**src/rtl/fetch_stage.sv**
```systemverilog
// fetch_stage: RV32I instruction-fetch stage with the IF/ID pipeline register.
// Holds the PC, drives the instruction-memory address and registers the fetched
// word for decode. Redirects come from execute. Stall and flush come from the
// hazard unit.
module fetch_stage #(
  parameter int unsigned          DATA_WIDTH = 32,
  parameter logic [DATA_WIDTH-1:0] RESET_PC  = 32'h0000_0000,
  parameter logic [DATA_WIDTH-1:0] NOP_INSTR = 32'h0000_0013
) (
  input  logic                  clk,
  input  logic                  rst,
  input  logic                  Stall,
  input  logic                  Flush,
  input  logic                  PCSrc,
  input  logic [DATA_WIDTH-1:0] PCE,
  input  logic [DATA_WIDTH-1:0] ImmOp,
  input  logic [DATA_WIDTH-1:0] InstrRD,
  output logic [DATA_WIDTH-1:0] InstrAddr,
  output logic [DATA_WIDTH-1:0] InstrD,
  output logic [DATA_WIDTH-1:0] PCD,
  output logic [DATA_WIDTH-1:0] PCPlus4D,
  output logic                  ValidD,
  output logic                  MisalignErr
);

  logic [DATA_WIDTH-1:0] r_pcF;
  logic [DATA_WIDTH-1:0] r_instrD;
  logic [DATA_WIDTH-1:0] r_pcD;
  logic [DATA_WIDTH-1:0] r_pcPlus4D;
  logic                  r_validD;
  logic                  r_misalignErr;

  logic [DATA_WIDTH-1:0] w_pcPlus4;
  logic [DATA_WIDTH-1:0] w_pcTarget;
  logic [DATA_WIDTH-1:0] w_alignedTarget;
  logic                  w_targetMisaligned;

  // The immediate arrives in imm[12:1] form, so it is doubled before the add.
  // Both sums simply wrap; a redirect target that is not word-aligned is
  // forced down to the word boundary and reported for one cycle.
  assign w_pcPlus4          = r_pcF + DATA_WIDTH'(4);
  assign w_pcTarget         = PCE + (ImmOp << 1);
  assign w_targetMisaligned = |w_pcTarget[1:0];
  assign w_alignedTarget    = {w_pcTarget[DATA_WIDTH-1:2], 2'b00};

  // Program counter: reset, then redirect (which beats stall), then hold, then +4.
  always_ff @(posedge clk) begin
    if (rst) begin
      r_pcF <= RESET_PC;
    end else if (PCSrc) begin
      r_pcF <= w_alignedTarget;
    end else if (!Stall) begin
      r_pcF <= w_pcPlus4;
    end
  end

  // IF/ID register: a redirect or flush discards the wrong-path fetch as a bubble.
  always_ff @(posedge clk) begin
    if (rst || Flush || PCSrc) begin
      r_instrD   <= NOP_INSTR;
      r_pcD      <= '0;
      r_pcPlus4D <= '0;
      r_validD   <= 1'b0;
    end else if (!Stall) begin
      r_instrD   <= InstrRD;
      r_pcD      <= r_pcF;
      r_pcPlus4D <= w_pcPlus4;
      r_validD   <= 1'b1;
    end
  end

  // Misalignment flag pulses for exactly the cycle after a misaligned redirect.
  always_ff @(posedge clk) begin
    if (rst) begin
      r_misalignErr <= 1'b0;
    end else begin
      r_misalignErr <= PCSrc && w_targetMisaligned;
    end
  end

  assign InstrAddr   = r_pcF;
  assign InstrD      = r_instrD;
  assign PCD         = r_pcD;
  assign PCPlus4D    = r_pcPlus4D;
  assign ValidD      = r_validD;
  assign MisalignErr = r_misalignErr;

endmodule
```
**config.mk**
```make
export PLATFORM = sky130hd
export DESIGN_NAME = fetch_stage
export DESIGN_NICKNAME = d
export VERILOG_FILES = /design/src/rtl/fetch_stage.sv
export SDC_FILE = /design/constraint.sdc
export NUM_CORES = 1
export LEC_CHECK = 0
export BUFFER_PORTS_ARGS = -buffer_cell sky130_fd_sc_hd__buf_4
export CORE_MARGIN = 2
export CORE_UTILIZATION = 28
export DETAILED_ROUTE_END_ITERATION = 8
export PLACE_DENSITY = 0.57
export SLEW_MARGIN = 10
export SYNTH_ARGS = -nofsm -noshare
export SYNTH_HDL_FRONTEND = slang
export SYNTH_SLANG_ARGS = --single-unit
```
**constraint.sdc**
```tcl
create_clock -name clk -period 3.3 [get_ports clk]
set_clock_uncertainty 0.2 [all_clocks]
set_input_delay 0.66 -clock clk [delete_from_list [all_inputs] [get_ports clk]]
set_output_delay 0.66 -clock clk [all_outputs]
set_load 0.02 [all_outputs]
```
Word-level counts from Yosys, hierarchy flattened
Index checks and enable logic that the tools add are counted.
{"block": "classes", "reduce_logical": 5, "add_sub_neg": 2, "n_mux": 2, "eq_ne": 1}
{"op": "32-bit two-way mux", "count": 2}
{"op": "32-bit by 3-bit adder with 32-bit output, second input constant", "count": 1}
{"op": "32-bit adder", "count": 1}
{"op": "2-bit OR reduction", "count": 2}
{"op": "1-bit logical OR", "count": 2}
{"op": "2-bit by 1-bit inequality test with 1-bit output, second input constant", "count": 1}
{"op": "1-bit logical AND", "count": 1}
{"block": "word_totals", "regBits": 130, "elab_cells": 17, "out_inout_bits": 130}

Depth between registers and ports, before layout
{"block": "depth", "depth_word": 3, "mapped_depth": 11}

Worst setup path before layout
No wires, ideal clock.
{"block": "synth_timing", "kind": "input port to flip-flop", "start": "in PCE[1]", "end": "reg r_pcF[31] (netlist: InstrAddr[31])", "arrival_time_ns": 2.728, "required_ns": 2.966, "path_slack_ns": 0.237, "path_buffers": 0, "stages": 11, "setup_ns": 0.134, "path_cell_list": "ha_1 inv_1 fa_1 nor2b_1 o21bai_1 a311oi_1 o211a_1 o22ai_1 o21ai_0 a311o_1 o221ai_1"}
{"block": "synth_via", "elab_chain_len": 2}
{"item": "start, declared", "line": "15", "text": "input logic [DATA_WIDTH-1:0] PCE,"}
{"item": "32-bit adder", "line": "42", "text": "assign w_pcTarget = PCE + (ImmOp << 1);"}
{"item": "32-bit two-way mux", "line": "50", "text": "end else if (PCSrc) begin"}
{"item": "end signal, assigned", "line": "51", "text": "r_pcF <= w_alignedTarget;"}
{"item": "end signal, assigned", "line": "53", "text": "r_pcF <= w_pcPlus4;"}
{"item": "end, declared", "line": "26", "text": "logic [DATA_WIDTH-1:0] r_pcF;"}
No other way between the ends.
A chain may end at the register's enable or synchronous reset.

Worst setup path in the final report
Ends and elaborated chain as after synthesis.

==> reports/summary.txt <==
status -> finished clean
fin area -> 9530 µm²
Unique masters post-synth -> 64
dpl hpwl -> 16.0 mm
clk_lat worst skew -> 0.42 ns
Setup crit end kind -> flop
via count -> 6228
PostCTS Resize Cnt -> 0
gr ovfl total -> 0
CTS tree -> done
Tmin final -> 2.95 ns
flop2flop setup slack -> 0.52 ns
register area share after synthesis -> 36.5%
YS warnings -> 0
Die Ht -> 160 µm
P_int -> 3.17 mW
critical path data arrival time -> 3.03 ns
combinational power share -> 21.4%
Initial Util -> 28.2%
Worst EP required -> 3.38 ns
cell leakage power -> 4.34 nW
I/O Pins -> 231
First-pass DRT Iterations -> 4
DRT antenna net count -> 0
Clk pwr share -> 41.6%
core area -> 24100 µm²
Top FF cell, synth -> dfxtp_1
Max Buffers Root-to-Sink -> 2
Slew Limit Fails -> 0
area after detailed placement -> 8950 µm²
final hold violation count -> 0
Switching Fraction -> 28.0%
Slew HR -> 59.2%
commonest cells after routing, fill and taps aside -> buf_4, nor2_1, dfxtp_1
Post-Route WL -> 21.0 mm
Max-Cap Viols -> 0
RSZ-0062 raised after global routing -> false
Root Driver -> clkbuf_16
leading cell type in the layout, fill and taps excluded -> buf_4
Reg power frac -> 37.0%
worst slew pin tran -> 0.613 ns
Yosys reg bits -> 124
Clock Sinks -> 124
DR vias/cell -> 4.55
# setup viols final -> 0
RePlAce Congestion -> 0.841
critical path type -> in2reg
Mapped Avg Cell Area -> 8.45 µm²
vias in the first global route -> 5887
total chip power -> 4.41 mW
gate count of the mapped netlist -> 804
# fillers -> 2523
Area Growth Syn to Fin -> 40.2%
Worst Path Max Fanout -> 3
WL/cell -> 15.3 µm
Clock H-tree levels -> 4
Core Util, Final -> 39.5%
initial DRC count -> 404
ant diodes -> 0
Psw -> 1.24 mW
cts bufs inserted -> 17
Pwr Density -> 463 nW/µm²
die area -> 25500 µm²
initial antenna violation count -> 0
share of layout cells above drive strength 1 -> 28.7%
Period Utilization, post-route -> 89.3%
Clock transition at path regs -> 0.05 ns
number of synthesized flops with an enable pin -> 0
worst vdd ir -> 0.000334 V
nets -> 1165
Hold WC Path Type -> reg2reg
# DRC -> 0
Startpoint Class -> primary input
Row Count -> 57
# Post-CTS Setup Buffers -> 0
GRT Util Overall -> 16.2%
first-pass GRT wire length -> 32.9 mm
DIE WIDTH -> 160 µm
I/O Buffers -> 223
largest net degree at the start of global routing -> 76
ys async rst share -> 0%
post-synthesis cell area -> 6800 µm²
f_max -> 0.339 GHz
Hold-fix buffers, CTS -> 0
[flip-flops by register name, indices dropped and copies added, names as in the netlist]
signal and flops:
InstrD 32, ValidD 1, PCPlus4D 30, InstrAddr 30
MisalignErr 1, PCD 30
[final cells by class]
class / instances / area [µm²] / area share, %
sequential: 124 / 2480 / 26.0
inverter: 10 / 37.5 / 0.394
timing repair buffer: 257 / 1960 / 20.5
clock buffer: 24 / 492 / 5.16
clock inverter: 7 / 87.6 / 0.919
tap: 324 / 405 / 4.25
multi-input combinational: 622 / 4070 / 42.7
[cell usage after synthesis (4+ instances only)]
cell | instances | share of area, %
nor2b_1 | 7 | 0.64
nor3_1 | 11 | 0.81
ha_1 | 31 | 5.7
or3_1 | 7 | 0.64
nand4_1 | 5 | 0.46
buf_4 | 6 | 0.66
buf_2 | 5 | 0.37
clkbuf_1 | 36 | 2.0
a31oi_1 | 4 | 0.37
xnor2_1 | 34 | 4.4
nand3_1 | 21 | 1.5
a211oi_1 | 18 | 2.0
nor2_1 | 164 | 9.1
xor2_1 | 44 | 5.7
a21o_1 | 17 | 1.9
mux2i_1 | 60 | 8.8
inv_1 | 10 | 0.55
buf_1 | 4 | 0.22
o21ai_0 | 17 | 1.3
a21oi_1 | 62 | 4.6
dfxtp_1 | 124 | 37
o21a_1 | 4 | 0.44
o21bai_1 | 5 | 0.55
and3_1 | 7 | 0.64
nand2b_1 | 7 | 0.64
and2_1 | 4 | 0.37
nand2_1 | 35 | 1.9
[worst paths after layout]
check          startpoint             to  cells past startpoint
max                PCE[1]  InstrAddr[31]                     13
min                ValidD         ValidD                      2
max reg2reg  InstrAddr[4]  InstrAddr[30]                      8
min reg2reg        ValidD         ValidD                      2
[stage by stage]
| stage | hold slack (ns) | std cells | worst slack, ns | setup TNS, ns |
|---|---|---|---|---|
| 3_5_place_dp | 0.238 | 1337 | -0.0894 | -0.185 |
| 2_1_floorplan | 0.322 | 809 | 0.237 | 0 |
| 3_3_place_gp | 0.234 | 1337 | -0.0587 | -0.113 |
| 5_1_grt | 0.261 | 1368 | 0.166 | 0 |
| 4_1_cts | 0.234 | 1368 | 0.343 | 0 |
| 6_report | 0.243 | 1368 | 0.354 | 0 |
[critical path, cell delays in order]
cell and delay (ns):
buf_4 0.08, ha_1 0.15, inv_1 0.06, fa_1 0.40, nor2b_1 0.17, o21bai_1 0.11, a311oi_1 0.40, o211a_1 0.28
o22ai_1 0.12, o21ai_0 0.18, buf_4 0.15, a311o_1 0.16, o221ai_1 0.11
[layer usage]
metal	vias to the layer above	global-route usage, %	share of wire (%)
met3	24	3.27	4.4
met5	-	0	0
met2	134	24.9	45
li1	3227	-	-
met1	2843	23.0	49
met4	0	5.04	1.7
[power by group through the flow]
| stage | clock network [mW] | registers (mW) | logic [mW] |
|---|---|---|---|
| floorplan | 0 | 1.71 | 0.507 |
| global placement | 0 | 1.66 | 0.937 |
| detailed placement | 0 | 1.66 | 0.942 |
| CTS | 1.88 | 1.63 | 0.948 |
| global route | 1.94 | 1.64 | 1.03 |
| finish | 1.83 | 1.63 | 0.943 |
[logic make-up (layout without fill, tap and decap cells)]
group	count (synthesis)	count (layout)	synth area share [%]
flops	124	124	36.5
fa+ha+maj	32	32	6.00
xor+xnor	78	78	10.0
mux	61	61	9.00
compound gates	156	156	14.7
other cells	1	6	0.0552
simple gates	289	289	19.7
buf+inv	63	298	3.94
(Power assumes the default switching activity.)
